File: src/rtl/lsu_master_pkg.sv
// Shared opcode constants and decode helpers for the load/store master.
// Opcodes live in Ins[31:26]; JALR is identified by funct Ins[5:0] under R_FORM.
package lsu_master_pkg;

  localparam logic [5:0] OP_R_FORM = 6'h00;
  localparam logic [5:0] OP_JAL    = 6'h03;
  localparam logic [5:0] OP_LB     = 6'h20;
  localparam logic [5:0] OP_LH     = 6'h21;
  localparam logic [5:0] OP_LW     = 6'h23;
  localparam logic [5:0] OP_LBU    = 6'h24;
  localparam logic [5:0] OP_LHU    = 6'h25;
  localparam logic [5:0] OP_SB     = 6'h28;
  localparam logic [5:0] OP_SH     = 6'h29;
  localparam logic [5:0] OP_SW     = 6'h2B;
  localparam logic [5:0] FN_JALR   = 6'h09;

  function automatic logic is_mem_op(input logic [5:0] op);
    case (op)
      OP_LB, OP_LH, OP_LW, OP_LBU, OP_LHU, OP_SB, OP_SH, OP_SW: return 1'b1;
      default: return 1'b0;
    endcase
  endfunction

  function automatic logic is_store(input logic [5:0] op);
    return (op == OP_SB) || (op == OP_SH) || (op == OP_SW);
  endfunction

  // Halfword ops need an even address, word ops a word-aligned one.
  function automatic logic is_misaligned(input logic [5:0] op, input logic [1:0] off);
    case (op)
      OP_LH, OP_LHU, OP_SH: return off[0];
      OP_LW, OP_SW:         return |off;
      default:              return 1'b0;
    endcase
  endfunction

endpackage

File: src/rtl/lsu_align.sv
// Purely combinational lane logic: store byte enables / data replication and
// load lane selection with sign or zero extension.
module lsu_align
  import lsu_master_pkg::*;
(
  input  logic [5:0]  i_stOp,
  input  logic [1:0]  i_stOff,
  input  logic [31:0] i_stData,
  input  logic [5:0]  i_ldOp,
  input  logic [1:0]  i_ldOff,
  input  logic [31:0] i_ldRaw,
  output logic [3:0]  o_be,
  output logic [31:0] o_stLanes,
  output logic [31:0] o_ldData
);

  logic [7:0]  w_byte;
  logic [15:0] w_half;

  // Narrow stores replicate the datum across all lanes; enables pick the lane.
  always_comb begin
    o_be      = 4'b1111;
    o_stLanes = i_stData;
    case (i_stOp)
      OP_SB: begin
        o_be      = 4'b0001 << i_stOff;
        o_stLanes = {4{i_stData[7:0]}};
      end
      OP_SH: begin
        o_be      = i_stOff[1] ? 4'b1100 : 4'b0011;
        o_stLanes = {2{i_stData[15:0]}};
      end
      default: ;
    endcase
  end

  always_comb begin
    case (i_ldOff)
      2'd0:    w_byte = i_ldRaw[7:0];
      2'd1:    w_byte = i_ldRaw[15:8];
      2'd2:    w_byte = i_ldRaw[23:16];
      default: w_byte = i_ldRaw[31:24];
    endcase
    w_half = i_ldOff[1] ? i_ldRaw[31:16] : i_ldRaw[15:0];
    case (i_ldOp)
      OP_LB:   o_ldData = {{24{w_byte[7]}}, w_byte};
      OP_LBU:  o_ldData = {24'h0, w_byte};
      OP_LH:   o_ldData = {{16{w_half[15]}}, w_half};
      OP_LHU:  o_ldData = {16'h0, w_half};
      default: o_ldData = i_ldRaw;
    endcase
  end

endmodule

File: src/rtl/lsu_master.sv
// Multi-cycle load/store initiator: stalls the core while one handshaked
// memory request per instruction is outstanding, with a watchdog abort.
module lsu_master
  import lsu_master_pkg::*;
#(
  parameter int ADDR_W  = 10,
  parameter int TIMEOUT = 16
) (
  input  logic              CLK,
  input  logic              RST,
  input  logic [31:0]       Ins,
  input  logic [31:0]       Result,
  input  logic [31:0]       Rdata2,
  input  logic [31:0]       nextPC,
  output logic [31:0]       Wdata,
  output logic              Stall,
  output logic              AdrErr,
  output logic              BusErr,
  output logic              mreq,
  output logic              mwe,
  output logic [ADDR_W-1:0] maddr,
  output logic [3:0]        mbe,
  output logic [31:0]       mwdata,
  input  logic [31:0]       mrdata,
  input  logic              mack
);

  typedef enum logic [1:0] {
    S_IDLE = 2'd0,
    S_REQ  = 2'd1,
    S_DONE = 2'd2
  } state_t;

  localparam int WD_W = $clog2(TIMEOUT + 1);

  state_t            r_state;
  state_t            w_nextState;
  logic              r_mreq;
  logic              r_mwe;
  logic [ADDR_W-1:0] r_maddr;
  logic [3:0]        r_mbe;
  logic [31:0]       r_mwdata;
  logic [5:0]        r_op;
  logic [1:0]        r_off;
  logic [31:0]       r_rdata;
  logic [WD_W-1:0]   r_wd;
  logic              r_abort;

  logic [5:0]  w_op;
  logic [5:0]  w_funct;
  logic        w_memOp;
  logic        w_misaligned;
  logic        w_start;
  logic        w_expire;
  logic        w_isLink;
  logic [3:0]  w_be;
  logic [31:0] w_stLanes;
  logic [31:0] w_ldData;
  logic        w_unusedIns;

  assign w_op         = Ins[31:26];
  assign w_funct      = Ins[5:0];
  assign w_unusedIns  = ^Ins[25:6];
  assign w_memOp      = is_mem_op(w_op);
  assign w_misaligned = is_misaligned(w_op, Result[1:0]);
  assign w_start      = (r_state == S_IDLE) && w_memOp && !w_misaligned;
  assign w_expire     = (r_state == S_REQ) && !mack && (r_wd == WD_W'(TIMEOUT - 1));
  assign w_isLink     = (w_op == OP_JAL) || ((w_op == OP_R_FORM) && (w_funct == FN_JALR));

  lsu_align u_align (
    .i_stOp    (w_op),
    .i_stOff   (Result[1:0]),
    .i_stData  (Rdata2),
    .i_ldOp    (r_op),
    .i_ldOff   (r_off),
    .i_ldRaw   (r_rdata),
    .o_be      (w_be),
    .o_stLanes (w_stLanes),
    .o_ldData  (w_ldData)
  );

  always_ff @(posedge CLK) begin
    if (RST) r_state <= S_IDLE;
    else     r_state <= w_nextState;
  end

  // An ack arriving on the expiry cycle wins over the abort.
  always_comb begin
    w_nextState = r_state;
    case (r_state)
      S_IDLE:  if (w_start) w_nextState = S_REQ;
      S_REQ:   if (mack || w_expire) w_nextState = S_DONE;
      S_DONE:  w_nextState = S_IDLE;
      default: w_nextState = S_IDLE;
    endcase
  end

  always_ff @(posedge CLK) begin
    if (RST) begin
      r_mreq   <= 1'b0;
      r_mwe    <= 1'b0;
      r_maddr  <= '0;
      r_mbe    <= 4'h0;
      r_mwdata <= 32'h0;
      r_op     <= 6'h0;
      r_off    <= 2'h0;
      r_rdata  <= 32'h0;
      r_wd     <= '0;
      r_abort  <= 1'b0;
    end else begin
      case (r_state)
        S_IDLE: if (w_start) begin
          r_mreq   <= 1'b1;
          r_mwe    <= is_store(w_op);
          r_maddr  <= Result[ADDR_W+1:2];
          r_mbe    <= w_be;
          r_mwdata <= w_stLanes;
          r_op     <= w_op;
          r_off    <= Result[1:0];
          r_rdata  <= 32'h0;
          r_wd     <= '0;
          r_abort  <= 1'b0;
        end
        S_REQ: begin
          if (mack) begin
            r_mreq  <= 1'b0;
            r_rdata <= mrdata;
          end else if (w_expire) begin
            r_mreq  <= 1'b0;
            r_abort <= 1'b1;
          end else begin
            r_wd <= r_wd + 1'b1;
          end
        end
        default: ;
      endcase
    end
  end

  // The core only commits when Stall is low, so Wdata matters in DONE and on non-stalling IDLE cycles.
  always_comb begin
    Stall  = 1'b0;
    AdrErr = 1'b0;
    BusErr = 1'b0;
    Wdata  = Result;
    case (r_state)
      S_IDLE: begin
        if (w_memOp) begin
          if (w_misaligned) begin
            AdrErr = 1'b1;
            Wdata  = 32'h0;
          end else begin
            Stall = 1'b1;
          end
        end else if (w_isLink) begin
          Wdata = nextPC;
        end
      end
      S_REQ: Stall = 1'b1;
      S_DONE: begin
        BusErr = r_abort;
        if (!is_store(r_op)) Wdata = r_abort ? 32'h0 : w_ldData;
      end
      default: ;
    endcase
    if (RST) begin
      Stall  = 1'b0;
      AdrErr = 1'b0;
      BusErr = 1'b0;
    end
  end

  assign mreq   = r_mreq & ~RST;
  assign mwe    = r_mwe & ~RST;
  assign maddr  = RST ? '0 : r_maddr;
  assign mbe    = RST ? 4'h0 : r_mbe;
  assign mwdata = RST ? 32'h0 : r_mwdata;

endmodule

File: config.mk
export PLATFORM = sky130hd
export DESIGN_NAME = lsu_master
export DESIGN_NICKNAME = d
export VERILOG_FILES = /design/src/rtl/lsu_master_pkg.sv /design/src/rtl/lsu_align.sv /design/src/rtl/lsu_master.sv
export SDC_FILE = /design/constraint.sdc
export NUM_CORES = 1
export LEC_CHECK = 0
export BUFFER_PORTS_ARGS = -buffer_cell sky130_fd_sc_hd__clkbuf_2
export CELL_PAD_IN_SITES_DETAIL_PLACEMENT = 1
export CELL_PAD_IN_SITES_GLOBAL_PLACEMENT = 1
export CORE_MARGIN = 10
export CORE_UTILIZATION = 30
export CTS_BUF_LIST = sky130_fd_sc_hd__clkbuf_16
export DETAILED_ROUTE_END_ITERATION = 12
export PLACE_DENSITY = 0.73
export SETUP_SLACK_MARGIN = 0.05
export SLEW_MARGIN = 20
export SYNTH_ARGS = -nofsm -noshare
export SYNTH_HDL_FRONTEND = slang
export SYNTH_SLANG_ARGS = --single-unit
File: constraint.sdc
create_clock -name CLK -period 2.15 [get_ports CLK]
set_input_delay 0.3225 -clock CLK [delete_from_list [all_inputs] [get_ports CLK]]
set_output_delay 0.3225 -clock CLK [all_outputs]
set_load 0.01 [all_outputs]
==> key figures <==
Drt
  – Vias per inst: approximately 5.3
  – Post-route ant nets: 0
  – Drt total wl: about 25000 µm
  – WL/cell: ~21 µm
  – Residual DRC count: 0
  – DRT iter0 DRCs: between 300 and 400
  – Vias: 6347
  – Drt first pass iters: 5

Hold path
  – Worst Hold Class: input pin to register
  – Hold Path Stages: 2

Power
  – Total design power: 4.37 mW
  – PwrDens: roughly 530 nW/µm²
  – P_leak: roughly 3.4 nW
  – Worst vdd ir: slightly above 400 µV

Clock network
  – Worst-path clk slew: 0.07 ns
  – CTS buffer count: 9
  – Root Buffer: clkbuf_16
  – # clock sinks: 96
  – Max H-tree Level: 3
  – Clock latency on the worst-skew pair: 0.35 ns
  – CTS tree: built
  – Clock buffer depth: 2

STA
  – Worst slew margin: 0.722
  – Tightest Pin Transition: about 0.41 ns
  – Fmax: between 0.3 and 0.4 GHz
  – Tcrit/Tclk final: 1.21
  – RSZ-0062 raised after global routing: yes
  – Final WS setup: -0.457 ns
  – Final Skew: roughly 0.0043 ns
  – Fin. Hold Viols: 0
  – Final min period: between 2 and 3 ns
  – Setup violations, final: 32
  – Final Max Tran Viols: 0
  – Setup tns final: -11.99 ns

Worst setup path
  – Worst reg-to-reg setup slack: ~0.26 ns
  – Startpoint Class: register
  – R2R cell count: 7
  – CP Class: register to output port
  – Crit end category: output port
  – Data arrival time of the critical path: about 2.3 ns
  – Critical path peak fanout: 6
  – WP data required: 1.83 ns

Synth
  – Syn nets: between 800 and 900
  – Post-synthesis mux area share: 0.0774
  – Flops & latches, synth: 96
  – EDFF count, synth: 0
  – Post-synthesis xor/xnor area fraction: 0.00314
  – Yosys top cell area share: 0.345
  – Async set or reset register ratio after synthesis: 0
  – Synth Area in Compound Gates: 0.258
  – Post-Syn Area per Cell: roughly 8 µm²
  – Top cells by area, synth: dfxtp_1 34%, nand2_1 7.3%, mux2i_1 5.9%
  – Mapped Cells: 711
  – Sequential fraction of the synthesis area: 0.345
  – Synthesized area: 5580 µm²
  – Top FF cell, synth: dfxtp_1
  – Cell taking the most area after synthesis: dfxtp_1
  – Yosys warning count: 0
  – Main combinational cell family by area after synthesis: simple AND/OR/NAND/NOR gates
  – Synth Area in Adders: 0.00449
  – Netlist cell types: 57
  – Post-Synth Simple-Gate Area: 0.258

Final layout
  – FILL cells: 2237
  – Layout cells sized above 1: 0.404
  – Antenna Cells: 0
  – Synth-to-Final Area Change: 47.1%
  – Nets: approximately 1.1k
  – Final instance area: ~8200 µm²
  – Post-Layout Cell Count: 1205

Global routing
  – Largest net degree at the start of global routing: between 70 and 80
  – Number of global-route vias before repair: around 6.6k
  – Initial antenna violation count: 1
  – First-pass GRT wire length: roughly 36000 µm
  – GRT Total Usage: 0.187
  – Grt total ovfl: 0

Floorplanning
  – Core area: 18100 µm²
  – Die W: 156 µm
  – Num rows: roughly 50
  – Starting Density: 0.307
  – Total die area: between 20000 and 25000 µm²
  – IO Pins: around 250
  – Die height: 156 µm

Placed design
  – Port Buffers: 225
  – Detail Placement HPWL: between 15000 and 20000 µm
  – Placement Cell Area: roughly 7300 µm²
  – Placed cells: about 1.2k
  – Post-Place Setup Slack: -0.261 ns
  – GPL Wtd Cong: 0.863

Job
  – Max-cap violations: 0

Run status
  – Failing checks: negative setup slack
  – Run status: finished, violations left
[registers in the layout, indices dropped and copies added (netlist names)]
| name | cells |
|---|---|
| r_abort | 1 |
| r_maddr | 10 |
| r_mbe | 4 |
| r_mreq | 1 |
| r_mwdata | 32 |
| r_mwe | 1 |
| r_off | 2 |
| r_op | 6 |
| r_rdata | 32 |
| r_state | 2 |
| r_wd | 5 |
[critical path, cell delays in order, from the launching register on]
cell and delay [ns]:
dfxtp_2 0.34, mux4_2 0.54, a221o_1 0.38, nand3_4 0.15, buf_12 0.16, a2bb2oi_2 0.14, o21ai_1 0.09, clkbuf_2 0.13
[stage by stage]
| stage | hold WS, ns | util |
|---|---|---|
| final | 0.204 | 0.452 |
| after global routing | 0.202 | 0.452 |
| after CTS | 0.188 | 0.443 |
| after detailed placement | 0.450 | 0.404 |
| after global placement | 0.439 | 0.404 |
| after floorplan | 0.432 | - |
[cell families after synthesis]
| logic type | Yosys count |
|---|---|
| DFF | 96 |
| buffers and inverters | 68 |
| xor gates and xnor gates | 2 |
| muxes | 41 |
| and+or+nand+nor | 302 |
| AOI/OAI and AO/OA | 200 |
| adders and majority gates | 2 |
[report_power, final]
| part | leakage, nW | internal, mW | switching, mW |
|---|---|---|---|
| Sequential | 0.781 | 1.83 | 0.0269 |
| Combinational | 2.49 | 0.434 | 0.520 |
| Clock | 0.133 | 0.797 | 0.769 |
[path summary, 6_finish.rpt]
check / start / end
worst min-delay path: Result[8] / r_maddr[6]$_SDFFE_PP0P_
worst max register to register: r_wd[0]$_SDFFE_PP0P_ / r_wd[3]$_SDFFE_PP0P_
worst min register to register: r_mwdata[5]$_SDFFE_PP0P_ / r_mwdata[5]$_SDFFE_PP0P_
worst max-delay path: r_off[0]$_SDFFE_PP0P_ / Wdata[18]
[layout by cell type, fill, tap and decap left out, types with 4 or more instances in the layout]
master and n:
a211oi_1 8, a21oi_1 55, a21oi_2 7, a22o_1 10, a22oi_1 7, a2bb2oi_2 16
a311oi_1 4, buf_12 11, buf_2 15, buf_4 56, buf_6 14, clkbuf_16 10
clkbuf_2 209, dfxtp_1 91, dfxtp_2 4, inv_1 6, mux2_2 7, mux2i_1 33
nand2_1 108, nand3_1 43, nor2_1 63, nor2b_1 50, nor3_1 7, o211ai_1 8
o21a_1 17, o21ai_0 11, o21ai_1 21, o221ai_4 7, o22a_1 6
[layout make-up]
class	count	area, µm²	share of cell area
clock buffers	9	225	0.0274
clock inverters	7	52.6	0.00640
inverters	7	26.3	0.00320
multi-input cells	547	3670	0.447
flip-flops and latches	96	1930	0.235
well taps	229	287	0.0349
repair buffers	310	2020	0.246
[cell usage after synthesis (all sizes together), types with 3 or more instances]
library cell  count
a21oi            64
o21ai            34
o211ai            9
nand2b            5
nor3              7
mux2              7
and2b             3
clkbuf           32
a211oi            8
inv               6
a22oi             8
o21bai            3
buf              29
nor4b             4
nor2b            51
o221ai            8
nand4             3
dfxtp            96
a311oi            4
nand3            44
o21a             17
o22a              6
nand2           109
nor2             65
a22o             10
mux2i            33
a2bb2oi          18
[timing repair]
item                       in CTS  in global routing
gates resized for setup        55                 36
pin swaps                      22                 13
hold buffers                    0                  0
gates cloned                    2                  1
buffers inserted               12                 11
setup endpoints to repair      32                 33
[routing by layer]
| metal | wire, µm | global-route usage | vias to the layer above |
|---|---|---|---|
| li1 | - | - | 3037 |
| met4 | 550 | 0.0602 | 2 |
| met1 | 10200 | 0.211 | 3062 |
| met2 | 12700 | 0.328 | 210 |
| met5 | 13 | 0 | - |
| met3 | 1770 | 0.0578 | 36 |
No activity file was read; power rests on OpenSTA's default activity.
